`src/rtl/adc_capture_if.sv`:
```
// adc_capture_if -- packed-word stream from adc_capture toward the DMA write path.
//   m_data  : packed word {second sample, first sample}, 2*WIDTH bits
//   m_valid : a word is present (FIFO non-empty)
//   m_ready : downstream accepts the presented word
// Modports: master (capture side), slave (consumer side).
interface adc_capture_if #(
    parameter int WIDTH = 16
);
    logic [2*WIDTH-1:0] m_data;
    logic               m_valid;
    logic               m_ready;

    modport master (output m_data, output m_valid, input m_ready);
    modport slave  (input m_data, input m_valid, output m_ready);
endinterface

```
`src/rtl/adc_capture.sv`:
```
// adc_capture -- receive side of the ADC emulator link.
// Captures `link` on each enabled `strobe` cycle, packs sample pairs into
// {second, first} words and buffers them in a first-word-fall-through FIFO
// presented on the `stream` interface (m_data/m_valid/m_ready).
// Ports:
//   clk, reset (async, active-low)
//   enable    capture enable; low discards any half-packed word
//   link      WIDTH-bit sample, strobe = capture qualifier (level-sampled)
//   clear     sync clear of overflow, drop_cnt (and chk_cnt)
//   stream    master modport of adc_capture_if
//   overflow  sticky drop flag, drop_cnt saturating drop count
//   fill      FIFO occupancy
//   chk_err / chk_cnt  ramp continuity checker, built only when the macro
//             ADC_CAPTURE_CHECK_EN is defined; otherwise tied to 0.
module adc_capture #(
    parameter int WIDTH      = 16,
    parameter int FIFO_DEPTH = 8,
    parameter int ACC_STEP   = 1
) (
    input  logic                         clk,
    input  logic                         reset,
    input  logic                         enable,
    input  logic [WIDTH-1:0]             link,
    input  logic                         strobe,
    input  logic                         clear,
    adc_capture_if.master                stream,
    output logic                         overflow,
    output logic [15:0]                  drop_cnt,
    output logic [$clog2(FIFO_DEPTH):0]  fill,
    output logic                         chk_err,
    output logic [15:0]                  chk_cnt
);
    localparam int AW = $clog2(FIFO_DEPTH);

    typedef enum logic {LOW, HIGH} pack_t;

    pack_t              state;
    logic [WIDTH-1:0]   hold;
    logic [2*WIDTH-1:0] mem [FIFO_DEPTH];
    logic [2*WIDTH-1:0] last;
    logic [AW:0]        wr_ptr;
    logic [AW:0]        rd_ptr;
    logic               capture;
    logic               push;
    logic               pop;
    logic               full;
    logic               empty;
    logic               accept;
    logic               drop;

    assign capture = enable & strobe;
    assign push    = capture && (state == HIGH);
    assign empty   = (wr_ptr == rd_ptr);
    assign full    = (wr_ptr[AW] != rd_ptr[AW]) && (wr_ptr[AW-1:0] == rd_ptr[AW-1:0]);
    assign pop     = !empty && stream.m_ready;
    // A pop on the same edge frees the slot, so a push into a full FIFO is kept.
    assign accept  = push && (!full || pop);
    assign drop    = push && full && !pop;
    assign fill    = wr_ptr - rd_ptr;

    assign stream.m_valid = !empty;
    // While empty, show the last popped word (or 0 after reset) rather than a stale slot.
    assign stream.m_data  = empty ? last : mem[rd_ptr[AW-1:0]];

    // Pack FSM: LOW holds the first sample, HIGH completes the word.
    always_ff @(posedge clk or negedge reset) begin
        if (!reset) begin
            state <= LOW;
            hold  <= '0;
        end else if (!enable) begin
            state <= LOW;
        end else if (strobe) begin
            case (state)
                LOW: begin
                    hold  <= link;
                    state <= HIGH;
                end
                HIGH:    state <= LOW;
                default: state <= LOW;
            endcase
        end
    end

    always_ff @(posedge clk) begin
        if (accept) mem[wr_ptr[AW-1:0]] <= {link, hold};
    end

    always_ff @(posedge clk or negedge reset) begin
        if (!reset) begin
            wr_ptr <= '0;
            rd_ptr <= '0;
            last   <= '0;
        end else begin
            if (accept) wr_ptr <= wr_ptr + 1'b1;
            if (pop) begin
                rd_ptr <= rd_ptr + 1'b1;
                last   <= mem[rd_ptr[AW-1:0]];
            end
        end
    end

    // A drop in the same cycle as clear wins: count restarts at 1.
    always_ff @(posedge clk or negedge reset) begin
        if (!reset) begin
            overflow <= 1'b0;
            drop_cnt <= '0;
        end else if (drop) begin
            overflow <= 1'b1;
            if (clear)                  drop_cnt <= 16'd1;
            else if (drop_cnt != '1)    drop_cnt <= drop_cnt + 16'd1;
        end else if (clear) begin
            overflow <= 1'b0;
            drop_cnt <= '0;
        end
    end

`ifdef ADC_CAPTURE_CHECK_EN
    localparam logic [WIDTH-1:0] STEP = WIDTH'(ACC_STEP);

    logic [WIDTH-1:0] prev;
    logic             first;
    logic [WIDTH-1:0] diff;
    logic             bad;

    assign diff = (link >= prev) ? (link - prev) : (prev - link);
    assign bad  = capture && !first && (diff != STEP);

    always_ff @(posedge clk or negedge reset) begin
        if (!reset) begin
            prev    <= '0;
            first   <= 1'b1;
            chk_err <= 1'b0;
            chk_cnt <= '0;
        end else begin
            chk_err <= bad;
            if (!enable) begin
                first <= 1'b1;
            end else if (strobe) begin
                first <= 1'b0;
                prev  <= link;
            end
            if (bad) begin
                if (clear)               chk_cnt <= 16'd1;
                else if (chk_cnt != '1)  chk_cnt <= chk_cnt + 16'd1;
            end else if (clear) begin
                chk_cnt <= '0;
            end
        end
    end
`else
    assign chk_err = 1'b0;
    assign chk_cnt = '0;
`endif

endmodule

```
`src/flat_wrapper.sv`:
```
// flat-port wrapper written by rule: the top's interface ports become plain ports
module adc_capture_flat 
#(
    parameter int WIDTH      = 16,
    parameter int FIFO_DEPTH = 8,
    parameter int ACC_STEP   = 1
)
  (clk, reset, enable, link, strobe, clear, overflow, drop_cnt, fill, chk_err, chk_cnt, stream_m_data, stream_m_valid, stream_m_ready);
  adc_capture_if #(.WIDTH(WIDTH)) stream_i ();
  input  logic clk;
  input  logic reset;
  input  logic enable;
  input  logic [WIDTH-1:0] link;
  input  logic strobe;
  input  logic clear;
  output logic overflow;
  output logic [15:0] drop_cnt;
  output logic [$clog2(FIFO_DEPTH):0] fill;
  output logic chk_err;
  output logic [15:0] chk_cnt;
  output wire logic [$bits(stream_i.m_data)-1:0] stream_m_data;
  output wire logic [$bits(stream_i.m_valid)-1:0] stream_m_valid;
  input wire logic [$bits(stream_i.m_ready)-1:0] stream_m_ready;
  assign stream_m_data = stream_i.m_data;
  assign stream_m_valid = stream_i.m_valid;
  assign stream_i.m_ready = stream_m_ready;
  adc_capture #(.WIDTH(WIDTH), .FIFO_DEPTH(FIFO_DEPTH), .ACC_STEP(ACC_STEP)) u_core (.clk(clk), .reset(reset), .enable(enable), .link(link), .strobe(strobe), .clear(clear), .stream(stream_i), .overflow(overflow), .drop_cnt(drop_cnt), .fill(fill), .chk_err(chk_err), .chk_cnt(chk_cnt));
endmodule
```
`config.mk`:
```
export PLATFORM = sky130hd
export DESIGN_NAME = adc_capture_flat
export DESIGN_NICKNAME = d
export VERILOG_FILES = /design/src/rtl/adc_capture_if.sv /design/src/rtl/adc_capture.sv /design/src/flat_wrapper.sv
export SDC_FILE = /design/constraint.sdc
export NUM_CORES = 1
export LEC_CHECK = 0
export BUFFER_PORTS_ARGS = -buffer_cell sky130_fd_sc_hd__buf_2
export CORE_ASPECT_RATIO = 1.25
export CORE_UTILIZATION = 35
export CTS_CLUSTER_DIAMETER = 120
export CTS_CLUSTER_SIZE = 24
export DETAILED_ROUTE_END_ITERATION = 8
export PLACE_DENSITY_LB_ADDON = 0.15
export SLEW_MARGIN = 30
export SYNTH_ARGS = -nofsm -noshare
export SYNTH_HDL_FRONTEND = slang
export SYNTH_SLANG_ARGS = --single-unit
```
`constraint.sdc`:
```
create_clock -name clk -period 7.35 [get_ports clk]
set_input_delay 0.735 -clock clk [delete_from_list [all_inputs] [get_ports clk]]
set_output_delay 0.735 -clock clk [all_outputs]
set_load 0.02 [all_outputs]
```
**Yosys cells after proc, flatten, opt, wreduce, memory -nomap -nowiden**

Memories as Yosys holds them, arrays and structs flattened.
Index checks and enable logic that the tools add are counted.

- Register bits: 74
- Memory bits (writable): 256
- Output and inout bits: 71
- Word-level logic and storage cells: 45
- Memories: 1

- Add/subtract/negate cells: 4
- Equal/unequal tests: 5
- Mux-type cells: 12
- Bitwise operators: 2
- Reductions and logical operators: 14

Memories:

| name | words | width | read ports | clocked after Yosys merged registers in | wr ports | RTL line | source |
|---|---|---|---|---|---|---|---|
| u_core.mem | 8 | 32 | 1 | 0 | 1 | adc_capture.sv:39 | `logic [2*WIDTH-1:0] mem [FIFO_DEPTH];` |

Operators with widths:

| operator | count |
|---|---|
| $mux 16 | 4 |
| $mux 32 | 1 |
| $add 16x1->16 const B | 1 |
| $ne 16x16->1 const B | 1 |
| $add 4x1->4 const B | 2 |
| $logic_and 1x1->1 | 6 |
| $mux 1 | 6 |
| $eq 4x4->1 | 1 |
| $reduce_bool 2->1 | 2 |
| $sub 4x4->4 | 1 |
| $eq 3x3->1 | 1 |
| $logic_not 1->1 | 3 |
| $reduce_and 3->1 | 1 |
| $ne 2x1->1 const B | 1 |
| $pmux 1 s2 | 1 |
| $reduce_and 2->1 | 1 |
| $and 1x1->1 | 1 |
| $logic_or 1x1->1 | 1 |
| $ne 1x1->1 | 1 |
| $not 1->1 | 1 |

**Longest topological paths before layout**

Gate-level depths: netlist of run 1.

- Depth in word-level cells: 7
- Gate-level depth with buffers: 10
- Mapped depth without buffers: 6

**Least setup slack after synthesis of run 1**

No wires, ideal clock.

- Kind: flip-flop to flip-flop
- From: reg u_core.rd_ptr[1]
- To: mem u_core.mem[2][0] (netlist name), enable pin
- Library setup time: 0.501 ns
- Arrival time: 4.655 ns
- Slack: 2.193 ns
- Stages on the path, launching flop included: 8
- Path buffers: 2
- Clock period less this slack: 5.157 ns
- Path through: dfrtp_1 -> buf_2 -> buf_1 -> inv_1 -> ha_1 -> nand3_1 -> o31ai_1 -> nor4_1

- Longest elaborated chain between the ends: 7
- Elaborated cells between the ends (all ways): 10
- Classes of those cells: eq/ne (2); mux (2); reduce/logical (6)

RTL lines:

| element | RTL line | source |
|---|---|---|
| from (decl) | adc_capture.sv:42 | `logic [AW:0] rd_ptr;` |
| from (signal assigned) | adc_capture.sv:96 | `rd_ptr <= rd_ptr + 1'b1;` |
| $eq 4x4->1 / $eq 3x3->1 (equally long branches) | adc_capture.sv:53, adc_capture.sv:54 |  |
| $logic_not 1->1 / $logic_and 1x1->1 (equally long branches) | adc_capture.sv:55, adc_capture.sv:54 |  |
| $logic_and 1x1->1 / $logic_not 1->1 (equally long branches) | adc_capture.sv:55, adc_capture.sv:57 |  |
| $logic_or 1x1->1 (*) | adc_capture.sv:57 | `assign accept = push && (!full \|\| pop);` |
| $logic_and 1x1->1 (*) | adc_capture.sv:57 |  |
| $mux 1 (*) | adc_capture.sv:85 | `if (accept) mem[wr_ptr[AW-1:0]] <= {link, hold};` |
| $mux 1 (implied by the code) (*) | adc_capture.sv:85 |  |
| to (decl) | adc_capture.sv:39 |  |

Every way passes the cells marked *; elsewhere a longest branch is shown, timed or not.

**Worst setup path after layout of run 1**

- From: reg u_core.rd_ptr[0]
- To: out stream_m_data[20]

- Longest elaborated chain between the ends: 2
- Elaborated cells between the ends (all ways): 3
- Classes of those cells: eq/ne (1); mux (1); memory (1)

RTL lines:

| element | RTL line | source |
|---|---|---|
| $mem_v2 8x32 / $eq 4x4->1 (equally long branches) | - |  |
| $mux 32 (*) | adc_capture.sv:63 | `assign stream.m_data = empty ? last : mem[rd_ptr[AW-1:0]];` |
| to (decl) | flat_wrapper.sv:21 | `output wire logic [$bits(stream_i.m_data)-1:0] stream_m_data;` |

Marked as above.

==> impl_metrics.toml, run 1 <==
[power_and_ir_drop]
static-leakage-power_nw = 5.17
peakVddDrop_mv = 0.163
powerDensity_nw_per_um2 = 361

[placed_design]
pre_cts_ws_ps = 3610
dpl.hpwl_um = 16200
portBuffers = 75
place.gp.congestion = 0.797

[synth]
ys.flop_type = "edfxtp_1"
synth.top_cell.area_share_pct = 57.9
synth-async-reset-ratio_pct = 22.4
syn-cell-area_sq_um = 13300
synth_top_family_by_area = "multiplexers"
synth_edf_count = 256
ys_ff_latch = 330
synth-compound-area-share_pct = 3.68
yosys.area.top_type = "edfxtp_1"
synth.top_cells.by_area = "edfxtp_1, dfrtp_1, mux4_2, mux2i_1, mux2_2"
ys_warn_count = 0
synth-simple-area-share_pct = 5.10
synth_fa_ha_area_share_pct = 0.716
synth_xor_area_share_pct = 0.782
netlist_instances = 764
avgSynthCellArea_sq_um = 17.4
ys_types = 47
ys_seq_area_share_pct = 71.9
synth.area.mux_share_pct = 15.2

[layout]
drive_above_1_share_pct = 25.5
syn2layout_area_growth_pct = 10.9
fin_nets = 868
antenna_cells = 0

[setup_path]
path_delay_family = "buffers and inverters"
crit_path_end_kind = "primary output"
slowest_delay_ps = 740
cp.required_ps = 6610
cp_cell_sequence = "buf_12 -> ha_1 -> nand3_1 -> or2_2 -> buf_4 -> nor2_1 -> a21oi_1 -> buf_2"
crit_type = "reg2out"
worst-path-buf-inv = 3
crit_arrival_ps = 3210
critPathLaunchType = "flop"
worstPathMaxFanout = 66
slowest_stage = "dfrtp_4"

[job]
drv_cap = 0

[global_route]
track_usage_pct = 15.4
grt_max_degree = 68
grt_pass1_wl_um = 43700
grt_overflow_total = 0
antenna_found_initial = 0
grt_pass1_vias = 6770

[clock_tree]
htreeDepth = 1
post-cts-setup-buffers = 0
holdBufCountCts = 0
cts.path.max_buffers = 3
ctsResizeCount = 0
clkTransAtPathRegs_ps = 110
clkLatencyLatePin_ps = 520
root_buffer = "clkbuf_16"
cts_sinks = 330
tritoncts = "done"
cts_buffers = 17

[run_status]
status = "finished, final reports clean"

[sta]
timing.fmax_mhz = 253
drv_slew = 0
tns_ps = 0
slew_headroom_pct = 34.9
timing.final.ws_setup_ps = 3400
setup_violations = 0
hold_viol_final = 0
fin_skew_ps = 25.8
min_period_ps = 3950
fin_crit_sh_pct = 53.7
rsz0062_at_grt = "false"
whs_ps = 143
max_slew.worst_pin.slew_ps = 976

[floorplanning]
io_pins = 93
die_x_um = 176
core_area_sq_um = 37300
initial_utilization_pct = 35.6
dieArea_sq_um = 38700
die_y_um = 220
rows = 79

[detailed_routing]
drc = 0
routedWlPerCell_um = 21.7
ant_nets = 0
dr_total_vias = 6676
drtIter0Drc = 351
wl_um = 29000
via_per_inst = 5.00
drtPass1Iterations = 7

[worst_hold_path]
min_path_type = "in2async"
[registers in the layout (all words and copies together) (netlist names)]
register,flops
u_core.overflow,1
u_core.last,32
u_core.wr_ptr,4
u_core.drop_cnt,16
u_core.mem,256
u_core.hold,16
u_core.state,1
u_core.rd_ptr,4
[metal layers]
layer  global-route usage, %  part of all wire, %  up-vias
met5                       0                    0        -
met4                    3.33                  1.4        0
met3                    1.50                  3.5       24
met2                    27.7                   52      116
met1                    20.0                   43     3464
li1                        -                    -     3072
[metrics by stage]
stage	area (sq um)	utilization (%)	instances	power, mW
finish	14700	39.5	1336	5.31
global route	14700	39.5	1336	5.63
CTS	14700	39.4	1335	5.40
detailed placement	14200	38.1	1305	4.37
global placement	14200	38.1	1305	4.36
floorplan	13300	-	780	3.76
[cells in the mapped netlist (2+ instances only)]
library cell / count
nor3_1: 9
mux2_2: 22
and4_1: 6
buf_1: 5
clkbuf_1: 15
and3_1: 2
nor3b_1: 2
inv_1: 11
xnor2_1: 7
o21ai_0: 36
mux4_2: 64
nor2_1: 43
nand3_1: 10
nand4_1: 6
or2_2: 2
o31ai_1: 4
mux2i_1: 33
edfxtp_1: 256
nand2_1: 37
a21oi_1: 43
xor2_1: 3
buf_4: 21
and2_1: 2
dfrtp_1: 74
nor4_1: 7
ha_1: 6
buf_2: 12
nor2b_1: 5
or4_1: 3
[power by group]
part           leakage [nW]  switching, mW  internal (mW)
combinational          1.71           1.13          0.775
clock                 0.231          0.576          0.445
sequential             3.23          0.178           2.21
total                  5.17           1.88           3.43
[layout make-up]
| type | instances | area, sq um |
|---|---|---|
| clock buffer | 28 | 467 |
| timing repair buffer | 94 | 533 |
| inverter | 12 | 45.0 |
| clock inverter | 2 | 17.5 |
| sequential | 330 | 9540 |
| tap | 486 | 608 |
| fill | 3380 | 22500 |
| multi-input combinational | 384 | 3500 |
[logic make-up after synthesis]
kind of cell,after synthesis
buffers and inverters,66
adder cells (fa/ha/maj),7
AO/OA/AOI/OAI,91
other,1
flip-flops,330
AND/OR/NAND/NOR,139
XOR/XNOR,11
multiplexers,119
[cell usage in the layout (no fill, tap or decap), types with 10 or more instances in the layout]
master	count
buf_2	74
mux2i_1	33
nand3_1	10
inv_1	11
clkbuf_1	11
buf_4	19
edfxtp_1	256
o21ai_0	35
a21oi_1	43
mux4_2	64
nand2_1	37
conb_1	17
dfrtp_1	72
clkbuf_16	17
nor2_1	42
mux2_2	22
[worst paths after layout]
path / slack [ps] / cells past startpoint / startpoint / endpoint
setup / recovery: 3400 / 8 / u_core.rd_ptr[0]$_DFFE_PN0P_ / stream_m_data[20]
hold / removal: 140 / 1 / reset / u_core.wr_ptr[2]$_DFFE_PN0P_
setup reg to reg: 4120 / 6 / u_core.rd_ptr[0]$_DFFE_PN0P_ / u_core.mem[4][20]$_DFFE_PP_
hold reg to reg: 490 / 2 / u_core.last[2]$_DFFE_PN0P_ / u_core.last[2]$_DFFE_PN0P_
max in group asynchronous: 6000 / 2 / reset / u_core.rd_ptr[0]$_DFFE_PN0P_
min in group clk: 460 / 2 / enable / u_core.state$_DFFE_PN0P_
Note: power is estimated with default switching activity, not from simulation.
==> run 2: changes to the inputs <==
==> constraint.sdc (replaced) <==
create_clock -name clk -period 4.02 [get_ports clk]
set_input_delay 0.402 -clock clk [delete_from_list [all_inputs] [get_ports clk]]
set_output_delay 0.402 -clock clk [all_outputs]
set_load 0.02 [all_outputs]
==> impl_metrics.toml, run 2 (synthesis results as in run 1) <==
[setup_path]
cp_cell_sequence = "inv_1 -> ha_1 -> nand3_1 -> or2_2 -> buf_4 -> nor2_1 -> a21oi_1 -> buf_2"
crit_arrival_ps = 3080
crit_path_end_kind = "primary output"
crit_type = "reg2out"
slowest_delay_ps = 580
slowest_stage = "dfrtp_1"
worstPathMaxFanout = 22
path_delay_family = "simple AND/OR/NAND/NOR gates"
r2r_cells = 6
ff2ff_setup_slack_ps = 1120
critPathLaunchType = "flop"
cp.required_ps = 3620
timing.rr.start = "u_core.wr_ptr[0]$_DFFE_PN0P_"
worst-path-buf-inv = 3
rr_endpoint = "u_core.mem[3][1]$_DFFE_PP_"

[global_route]
grt_max_degree = 61
track_usage_pct = 15.6
grt_pass1_vias = 6953
antenna_found_initial = 1
grt_overflow_total = 0
grt_pass1_wl_um = 44600

[sta]
tns_ps = 0
timing.fmax_mhz = 287
fin_skew_ps = 20.5
drv_slew = 0
whs_ps = 132
hold_viol_final = 0
min_period_ps = 3480
max_slew.worst_pin.slew_ps = 854
fin_crit_sh_pct = 86.6
slew_headroom_pct = 42.6
rsz0062_at_grt = "false"
setup_violations = 0

[layout]
final_cell_mix = "edfxtp_1, buf_2, dfrtp_1"
antenna_cells = 0
drive_above_1_share_pct = 25.8
design_area_sq_um = 14800
final_common_cell = "edfxtp_1"
syn2layout_area_growth_pct = 11.4
fin_nets = 873
largest_reg_flops = 256

[detailed_routing]
drtPass1Iterations = 4
drtIter0Drc = 398
drc = 0
via_per_inst = 5.10
routedWlPerCell_um = 22.2
wl_um = 29700
ant_nets = 0
dr_total_vias = 6830

[clock_tree]
cts.path.max_buffers = 3
tritoncts = "done"
htreeDepth = 1
post-cts-setup-buffers = 0
ctsResizeCount = 0
clkTransAtPathRegs_ps = 100
clkLatencyLatePin_ps = 510
cts_buffers = 17
root_buffer = "clkbuf_16"
holdBufCountCts = 0
cts_sinks = 330

[placed_design]
place.gp.congestion = 0.795
portBuffers = 75
dpl.hpwl_um = 17100
placed_cell_area_sq_um = 14300

[worst_hold_path]
whs_endpoint = "u_core.state$_DFFE_PN0P_"
min_path_type = "in2reg"
worst_hold_path.num_cells = 2
hp-start = "enable"

[power_and_ir_drop]
static-leakage-power_nw = 5.20
powerDensity_nw_per_um2 = 662
peakVddDrop_mv = 0.317

[floorplanning]
rows = 79
dieArea_sq_um = 38700
initial_utilization_pct = 35.6
core_area_sq_um = 37300
die_y_um = 220
io_pins = 93
die_x_um = 176

[run_status]
status = "finished, final reports clean"

[job]
drv_cap = 0
run 2: cell types whose count changed in the layout (fill, tap and decap cells not counted):
cell,delta
buf_6,+1
inv_6,-1
dlygate4sd3_1,+1
buf_12,+1
nor3_2,-3
buf_4,+2
nor3_4,+3
run 2: cell type report:
class                      count  area, sq um
clock inverter                 1         8.76
fill                        3425        22500
sequential                   330         9540
tap                          486          608
inverter                      12         45.0
multi-input combinational    384         3520
timing repair buffer          99          589
clock buffer                  28          467
run 2: power breakdown:
| group | total, mW | internal (mW) | switching, mW | leakage [nW] |
|---|---|---|---|---|
| Sequential | 4.31 | 4.05 | 0.268 | 3.23 |
| Combinational | 3.62 | 1.44 | 2.18 | 1.74 |
| Clock | 1.86 | 0.809 | 1.05 | 0.227 |
| Total | 9.79 | 6.29 | 3.50 | 5.20 |
run 2: how the worst max path moves through the flow:
stage / start / endpoint / depth (start not counted)
after floorplan: u_core.rd_ptr[1]$_DFFE_PN0P_ / u_core.mem[0][0]$_DFFE_PP_ / 7
after global placement: u_core.wr_ptr[0]$_DFFE_PN0P_ / stream_m_data[9] / 8
after detailed placement: u_core.wr_ptr[0]$_DFFE_PN0P_ / stream_m_data[3] / 8
after CTS: u_core.wr_ptr[0]$_DFFE_PN0P_ / stream_m_data[3] / 8
after global routing: u_core.wr_ptr[0]$_DFFE_PN0P_ / stream_m_data[4] / 8
final: u_core.wr_ptr[0]$_DFFE_PN0P_ / stream_m_data[3] / 8
run 2: metrics by stage:
stage                     setup slack (ps)  power (mW)  std cells  util [%]
final                                  539        9.79       1340      39.7
after global routing                   324        10.4       1340      39.7
after CTS                              502        9.97       1339      39.6
after detailed placement              1080        8.10       1310      38.4
after global placement                1150        8.07       1310      38.4
after floorplan                      -1140        6.88        780         -
run 2: worst reg2reg max path: stages, from the launching register on:
cell     delay, ps
dfrtp_1        580
inv_1          210
ha_1           370
nand3_1        180
o31ai_1        750
nor3_2          90
buf_4          370
run 2: routing by layer:
layer | share of wire, % | vias up | GRT usage, %
li1 | - | 3086 | -
met1 | 43 | 3585 | 20.7
met2 | 51 | 122 | 27.4
met3 | 3.4 | 35 | 1.66
met4 | 1.8 | 2 | 3.83
met5 | 0.034 | - | 0
